### config.mk
export PLATFORM = sky130hd
export DESIGN_NAME = digit_serial_adder_flat
export DESIGN_NICKNAME = d
export VERILOG_FILES = /design/src/rtl/adder_pkg.sv /design/src/rtl/digit_serial_adder_if.sv /design/src/rtl/adder_digit.sv /design/src/rtl/digit_serial_adder.sv /design/src/flat_wrapper.sv
export SDC_FILE = /design/constraint.sdc
export NUM_CORES = 1
export LEC_CHECK = 0
export ABC_AREA = 1
export ABC_CLOCK_PERIOD_IN_PS = 2670
export CORE_UTILIZATION = 45
export DETAILED_ROUTE_END_ITERATION = 10
export PLACE_DENSITY = 0.73
export REMOVE_ABC_BUFFERS = 1
export SLEW_MARGIN = 20
export SYNTH_ARGS = -nofsm -noshare
export SYNTH_HDL_FRONTEND = slang
export SYNTH_SLANG_ARGS = --single-unit
### constraint.sdc
create_clock -name clk -period 2.67 [get_ports clk]
set_clock_uncertainty 0.05 [all_clocks]
set_input_delay 0.534 -clock clk [delete_from_list [all_inputs] [get_ports clk]]
set_output_delay 0.534 -clock clk [all_outputs]
set_load 0.005 [all_outputs]
### src/rtl/adder_pkg.sv
// Shared definitions for the digit-serial adder: FSM encoding and counter sizing.
package adder_pkg;

    typedef enum logic [1:0] {
        IDLE = 2'd0,
        RUN  = 2'd1,
        DONE = 2'd2
    } state_e;

    // Bits needed to count 0..n-1, never less than one.
    function automatic int unsigned clog2_min1(input int unsigned n);
        int unsigned r;
        r = 1;
        for (int unsigned i = 1; i < 32; i++) begin
            if ((32'd1 << i) < n) begin
                r = i + 1;
            end
        end
        return r;
    endfunction

endpackage

### src/rtl/digit_serial_adder_if.sv
// Request/response bundle between a requester and the digit-serial adder.
interface digit_serial_adder_if #(
    parameter int unsigned WIDTH = 16
);
    logic             start;
    logic [WIDTH-1:0] a;
    logic [WIDTH-1:0] b;
    logic             cin;
    logic             busy;
    logic             done;
    logic [WIDTH-1:0] sum;
    logic             cout;
    logic             ovf;

    modport master (
        output start, a, b, cin,
        input  busy, done, sum, cout, ovf
    );

    modport slave (
        input  start, a, b, cin,
        output busy, done, sum, cout, ovf
    );
endinterface

### src/rtl/adder_digit.sv
// Combinational DIGIT-wide ripple slice built from 1-bit full-adder equations.
module adder_digit #(
    parameter int unsigned DIGIT = 4
) (
    input  logic [DIGIT-1:0] x,
    input  logic [DIGIT-1:0] y,
    input  logic             ci,
    output logic [DIGIT-1:0] s,
    output logic             co,
    output logic             c_msb
);
    logic [DIGIT:0] c;

    always_comb begin
        s    = '0;
        c    = '0;
        c[0] = ci;
        for (int unsigned i = 0; i < DIGIT; i++) begin
            s[i]   = x[i] ^ y[i] ^ c[i];
            c[i+1] = (x[i] & y[i]) | (c[i] & (x[i] ^ y[i]));
        end
    end

    assign co    = c[DIGIT];
    assign c_msb = c[DIGIT-1];
endmodule

### src/rtl/digit_serial_adder.sv
// WIDTH-bit adder that reuses one DIGIT-wide slice over WIDTH/DIGIT cycles,
// with a start/busy/done handshake and held result, carry-out and overflow.
module digit_serial_adder
    import adder_pkg::*;
#(
    parameter int unsigned WIDTH = 16,
    parameter int unsigned DIGIT = 4
) (
    input logic                 clk,
    input logic                 rst,
    digit_serial_adder_if.slave bus
);
    localparam int unsigned DIG_SAFE = (DIGIT < 1) ? 1 : DIGIT;
    localparam int unsigned NDIG     = WIDTH / DIG_SAFE;
    localparam int unsigned CW       = clog2_min1(NDIG);

    if ((DIGIT < 1) || ((WIDTH % DIG_SAFE) != 0)) begin : g_param_check
        $error("digit_serial_adder: WIDTH must be a positive multiple of DIGIT");
    end

    state_e           state;
    state_e           state_nx;
    logic [CW-1:0]    cnt;
    logic [WIDTH-1:0] sa;
    logic [WIDTH-1:0] sb;
    logic [WIDTH-1:0] sr;
    logic [WIDTH-1:0] sr_nx;
    logic             carry;
    logic             busy_r;
    logic             done_r;
    logic [WIDTH-1:0] sum_r;
    logic             cout_r;
    logic             ovf_r;

    logic [DIGIT-1:0] dsum;
    logic             dco;
    logic             dc_msb;
    logic             last_c;
    logic             capture_c;
    logic             step_c;
    logic             finish_c;

    adder_digit #(.DIGIT(DIGIT)) u_slice (
        .x     (sa[DIGIT-1:0]),
        .y     (sb[DIGIT-1:0]),
        .ci    (carry),
        .s     (dsum),
        .co    (dco),
        .c_msb (dc_msb)
    );

    // New digit enters at the MSB end so the final digit lands in place.
    if (NDIG == 1) begin : g_single
        assign sr_nx = dsum;
    end else begin : g_multi
        assign sr_nx = {dsum, sr[WIDTH-1:DIGIT]};
    end

    assign last_c = (cnt == CW'(NDIG - 1));

    always_ff @(posedge clk) begin
        if (rst) begin
            state <= IDLE;
        end else begin
            state <= state_nx;
        end
    end

    always_comb begin
        state_nx = state;
        case (state)
            IDLE:    if (bus.start) state_nx = RUN;
            RUN:     if (last_c) state_nx = DONE;
            DONE:    state_nx = bus.start ? RUN : IDLE;
            default: state_nx = IDLE;
        endcase
    end

    // Start is honoured only outside RUN, which makes it a no-op while busy.
    always_comb begin
        capture_c = 1'b0;
        step_c    = 1'b0;
        finish_c  = 1'b0;
        case (state)
            IDLE, DONE: capture_c = bus.start;
            RUN: begin
                step_c   = 1'b1;
                finish_c = last_c;
            end
            default: ;
        endcase
    end

    always_ff @(posedge clk) begin
        if (rst) begin
            cnt    <= '0;
            sa     <= '0;
            sb     <= '0;
            sr     <= '0;
            carry  <= 1'b0;
            busy_r <= 1'b0;
            done_r <= 1'b0;
            sum_r  <= '0;
            cout_r <= 1'b0;
            ovf_r  <= 1'b0;
        end else begin
            busy_r <= (state_nx == RUN);
            done_r <= (state_nx == DONE);
            if (capture_c) begin
                sa    <= bus.a;
                sb    <= bus.b;
                carry <= bus.cin;
                cnt   <= '0;
            end else if (step_c) begin
                sa    <= sa >> DIGIT;
                sb    <= sb >> DIGIT;
                sr    <= sr_nx;
                carry <= dco;
                cnt   <= cnt + CW'(1);
                if (finish_c) begin
                    sum_r  <= sr_nx;
                    cout_r <= dco;
                    ovf_r  <= dc_msb ^ dco;
                end
            end
        end
    end

    assign bus.busy = busy_r;
    assign bus.done = done_r;
    assign bus.sum  = sum_r;
    assign bus.cout = cout_r;
    assign bus.ovf  = ovf_r;
endmodule

### src/flat_wrapper.sv
// flat-port wrapper written by rule: the top's interface ports become plain ports
module digit_serial_adder_flat import adder_pkg::*;
#(
    parameter int unsigned WIDTH = 16,
    parameter int unsigned DIGIT = 4
)
  (clk, rst, bus_start, bus_a, bus_b, bus_cin, bus_busy, bus_done, bus_sum, bus_cout, bus_ovf);
  digit_serial_adder_if #(.WIDTH(WIDTH)) bus_i ();
  input logic clk;
  input logic rst;
  input wire logic [$bits(bus_i.start)-1:0] bus_start;
  input wire logic [$bits(bus_i.a)-1:0] bus_a;
  input wire logic [$bits(bus_i.b)-1:0] bus_b;
  input wire logic [$bits(bus_i.cin)-1:0] bus_cin;
  output wire logic [$bits(bus_i.busy)-1:0] bus_busy;
  output wire logic [$bits(bus_i.done)-1:0] bus_done;
  output wire logic [$bits(bus_i.sum)-1:0] bus_sum;
  output wire logic [$bits(bus_i.cout)-1:0] bus_cout;
  output wire logic [$bits(bus_i.ovf)-1:0] bus_ovf;
  assign bus_i.start = bus_start;
  assign bus_i.a = bus_a;
  assign bus_i.b = bus_b;
  assign bus_i.cin = bus_cin;
  assign bus_busy = bus_i.busy;
  assign bus_done = bus_i.done;
  assign bus_sum = bus_i.sum;
  assign bus_cout = bus_i.cout;
  assign bus_ovf = bus_i.ovf;
  digit_serial_adder #(.WIDTH(WIDTH), .DIGIT(DIGIT)) u_core (.clk(clk), .rst(rst), .bus(bus_i));
endmodule
Word-level counts from Yosys, hierarchy flattened
Index checks and enable logic that the tools add are counted.

word-level totals
  register bits after elaboration = 73
  latch bits = 0
  RAM bits = 0
  ROM bits = 0
  input bits = 36
  word-level logic and storage cells = 58
  memories kept = 0

cells by class
  add/subtract/negate cells = 1
  multipliers = 0
  div/mod/pow operators = 0
  $lt $le $gt $ge = 0
  equal/unequal tests = 5
  shifts and indexed selects = 0
  muxes and demuxes = 13
  bitwise operators = 22
  reductions and logical operators = 6

operators by type and width
  kind                                                                    count
  16-bit two-way mux                                                      4
  1-bit XOR                                                               9
  1-bit AND                                                               8
  2-bit equality test (second input constant)                             3
  1-bit two-way mux                                                       6
  2-bit case mux with 3 select lines                                      1
  2-bit by 1-bit equality test with 1-bit output (second input constant)  2
  2-bit two-way mux                                                       2
  1-bit bitwise OR                                                        4
  2-bit OR reduction                                                      2
  3-bit AND reduction                                                     1
  2-bit by 1-bit adder with 2-bit output (second input constant)          1
  2-bit zero test                                                         1
  2-bit AND reduction                                                     1
  2-bit nonzero test                                                      1
  1-bit inverter                                                          1

Logic depth before layout (Yosys ltp)
  depth in word-level cells = 11
  mapped depth = 12
  depth with buffers taken out = 12

Hierarchy
A second synthesis with hierarchy kept.

second synthesis, totals
  cell total of the unflattened synthesis = 407
  area, all modules = 3154.3 µm²

modules (own cells, without submodules)
  module              times used  cells each  area each (µm²)  sequential area each (µm²)
  digit_serial_adder  1           395         3044.2           1381.3
  adder_digit         1           12          110.1            0.0

Worst setup path after synthesis
OpenSTA, ideal clock, no wires.

  kind = register -> register
  from = reg u_core.carry
  to = reg u_core.sum_r[15] (netlist: u_core.bus.sum[15])
  arrival time = 1968 ps
  data required time = 2546 ps
  setup slack = 578 ps
  cell stages (with the launch flop) = 9
  cells stage by stage = dfxtp_1 -> fa_1 -> inv_1 -> fa_1 -> inv_1 -> fa_1 -> inv_1 -> fa_1 -> o21ai_0

between the ends
  cells in the longest elaborated chain, start to end = 7

ends and longest elaborated chain
  item                    RTL line                   source
  start, declared         digit_serial_adder.sv:28   logic carry;
  start signal, assigned  digit_serial_adder.sv:112  carry <= bus.cin;
  start signal, assigned  digit_serial_adder.sv:118  carry <= dco;
  1-bit AND               adder_digit.sv:20          c[i+1] = (x[i] & y[i]) | (c[i] & (x[i] ^ y[i]));
  1-bit bitwise OR        adder_digit.sv:20
  1-bit AND               adder_digit.sv:20
  1-bit bitwise OR        adder_digit.sv:20
  1-bit AND               adder_digit.sv:20
  1-bit bitwise OR        adder_digit.sv:20
  1-bit XOR               adder_digit.sv:19          s[i] = x[i] ^ y[i] ^ c[i];
  end signal, assigned    digit_serial_adder.sv:121  sum_r <= sr_nx;
  end, declared           digit_serial_adder.sv:31   logic [WIDTH-1:0] sum_r;

Every way passes these cells.
A chain may end at the register's enable or synchronous reset.

Worst setup path in the final report
Ends and elaborated chain as after synthesis.

==> results.sh <==
export IMPL_status="complete, but fails checks"
export IMPL_violations="design-rule violations"
export IMPL_ys_flop_type="dfxtp_1"
export IMPL_drive_above_1_share_pct=9.57
export IMPL_holdWs_ns=0.410
export IMPL_grt_max_degree=43
export IMPL_fin_setup_tns_ns=0
export IMPL_dieWidth_um=84.1
export IMPL_drc=8
export IMPL_drt_wirelength_per_cell_um=11.3
export IMPL_critical_path_class="reg2reg"
export IMPL_start_util_pct=47.2
export IMPL_final_util_pct=58.3
export IMPL_hold_buffers=0
export IMPL_core_area_um2=6420
export IMPL_clock_path_buffers=2
export IMPL_port_buffers=55
export IMPL_rows=29
export IMPL_ys_seq_area_share_pct=45.6
export IMPL_power_density_nw_per_um2=583
export IMPL_placed_cells=521
export IMPL_via_count=2588
export IMPL_postSynthCellCount=405
export IMPL_post_cts_resized=0
export IMPL_htree_num_levels=3
export IMPL_r2r_setup_slack_ns=0.47
export IMPL_gp_congestion=0.844
export IMPL_area_growth_pct=23.6
export IMPL_synth_area_leaders="dfxtp_1 46%, nand2_1 9.7%, nand3_1 7.1%"
export IMPL_netlist_area_leader_share_pct=45.6
export IMPL_layout_commonest_cell="nand2_1"
export IMPL_required_ns=2.89
export IMPL_numCtsBuffers=9
export IMPL_ant_nets=0
export IMPL_first_global_vias=2441
export IMPL_critPathCaptureType="flip-flop"
export IMPL_worstPathMaxFanout=2
export IMPL_die_height_um=84.1
export IMPL_start_kind="flip-flop"
export IMPL_cts_tree="done"
export IMPL_clk_latency_ns=0.34
export IMPL_relSlewSlack_pct=66.9
export IMPL_grt_first_pass_wirelength_mm=10.7
export IMPL_dr_pass1_iters=8
export IMPL_yosysWarnings=0
export IMPL_avgSynthCellArea_um2=7.48
export IMPL_critPathArrivalTime_ns=2.42
export IMPL_synth_area_um2=3030
export IMPL_nets=496
export IMPL_peakVddDrop_uv=282
export IMPL_drt_wl_total_mm=6.06
export IMPL_total_power_mw=2.18
export IMPL_hold_class="reg2reg"
export IMPL_hold_viol_final=0
export IMPL_synth_edf_count=0
export IMPL_final_cell_mix="78 x nand2_1, 69 x dfxtp_1, 57 x nor2_1"
export IMPL_drt_initial_drc_count=138
export IMPL_synth_cell_types=26
export IMPL_overflow=0
export IMPL_final_max_slew_viol_count=0
export IMPL_maxCapViolCount=0
export IMPL_fin_crit_ns=2.20
export IMPL_via_per_inst=4.82
export IMPL_fin_crit_sh_pct=82.5
export IMPL_io_pins=56
export IMPL_worst_slew_pin_slew_ns=0.496
export IMPL_fmax_mhz=454
export IMPL_diodes=0
export IMPL_async_reset_ff_share_pct=0
export IMPL_clockRootBuffer="clkbuf_8"
export IMPL_path_clk_slew_ns=0.08
export IMPL_ys_ff_latch=69
export IMPL_setup_viol=0
export IMPL_dp_hpwl_mm=4.10
export IMPL_post_cts_buffers=0
export IMPL_rsz0062_at_grt="no"
export IMPL_die_area_um2=7070
export IMPL_grt_util_all_layers_pct=18.8
export IMPL_p_leak_nw=1.69
export IMPL_stdcell_count=537
export IMPL_cts_sinks=69
export IMPL_antenna_found_initial=0
export IMPL_yosysTopAreaCell="dfxtp_1"
==> final timing paths <==
check                             to          from  depth (start not counted)
setup / recovery  u_core.bus.sum[15]  u_core.carry                          8
setup reg to reg  u_core.bus.sum[15]  u_core.carry                          8
hold / removal     u_core.bus.sum[5]  u_core.sr[9]                          2
hold reg to reg    u_core.bus.sum[5]  u_core.sr[9]                          2
==> final cells by class <==
type                       instances  area, um2
inverter                          51        200
clock buffer                       9        124
multi-input combinational        263       1300
tap                               77       96.3
timing repair buffer              61        596
clock inverter                     7       51.3
sequential                        69       1380
fill                             626       2680
==> cells in the mapped netlist, drive strengths merged (2+ instances only) <==
cell    instances
fa              4
buf            17
dfxtp          69
clkbuf          5
a21oi          29
o21ai          34
o211a           2
nand3          43
nand2          88
nor2           60
inv            50
==> cell families after synthesis <==
family,Yosys count,share of synthesized area [%]
and+or+nand+nor,192,27.8
buffers and inverters,73,11.6
DFF,69,45.6
AOI/OAI and AO/OA,65,11.7
adders and majority gates,5,3.06
xor gates and xnor gates,1,0.289
==> critical path: stages, from the launching register on <==
cell and delay [ns]:
dfxtp_1 0.33, fa_1 0.41, inv_1 0.08, fa_1 0.16
inv_1 0.05, fa_1 0.38, inv_1 0.10, fa_1 0.43
o21ai_0 0.16
==> report_power, final <==
part | internal (mW) | switching (mW) | leakage (nW)
sequential | 1.09 | 0.0381 | 0.565
clock | 0.339 | 0.412 | 0.0856
combinational | 0.133 | 0.169 | 1.04
==> routing by layer <==
layer / wire length (um) / up-vias / track usage (%)
met2: 2870 / 64 / 32.3
met3: 213 / 6 / 3.26
met5: 0 / - / 0
li1: - / 1371 / -
met1: 2910 / 1147 / 23.7
met4: 71 / 0 / 6.58
==> metrics by stage <==
step                area, um2  worst slack, ns
global placement         3570            0.531
CTS                      3750            0.465
global route             3750            0.359
detailed placement       3570            0.485
floorplan                2880            0.578
finish                   3750            0.466
==> state kept, by name, indices dropped and copies added, names as in the netlist <==
signal           flops
u_core.sb           16
u_core.carry         1
u_core.bus.done      1
u_core.bus.ovf       1
u_core.sa           16
u_core.sr           12
u_core.cnt           2
u_core.bus.sum      16
u_core.bus.busy      1
u_core.state         2
u_core.bus.cout      1
Note: power is estimated with default switching activity, not from simulation.
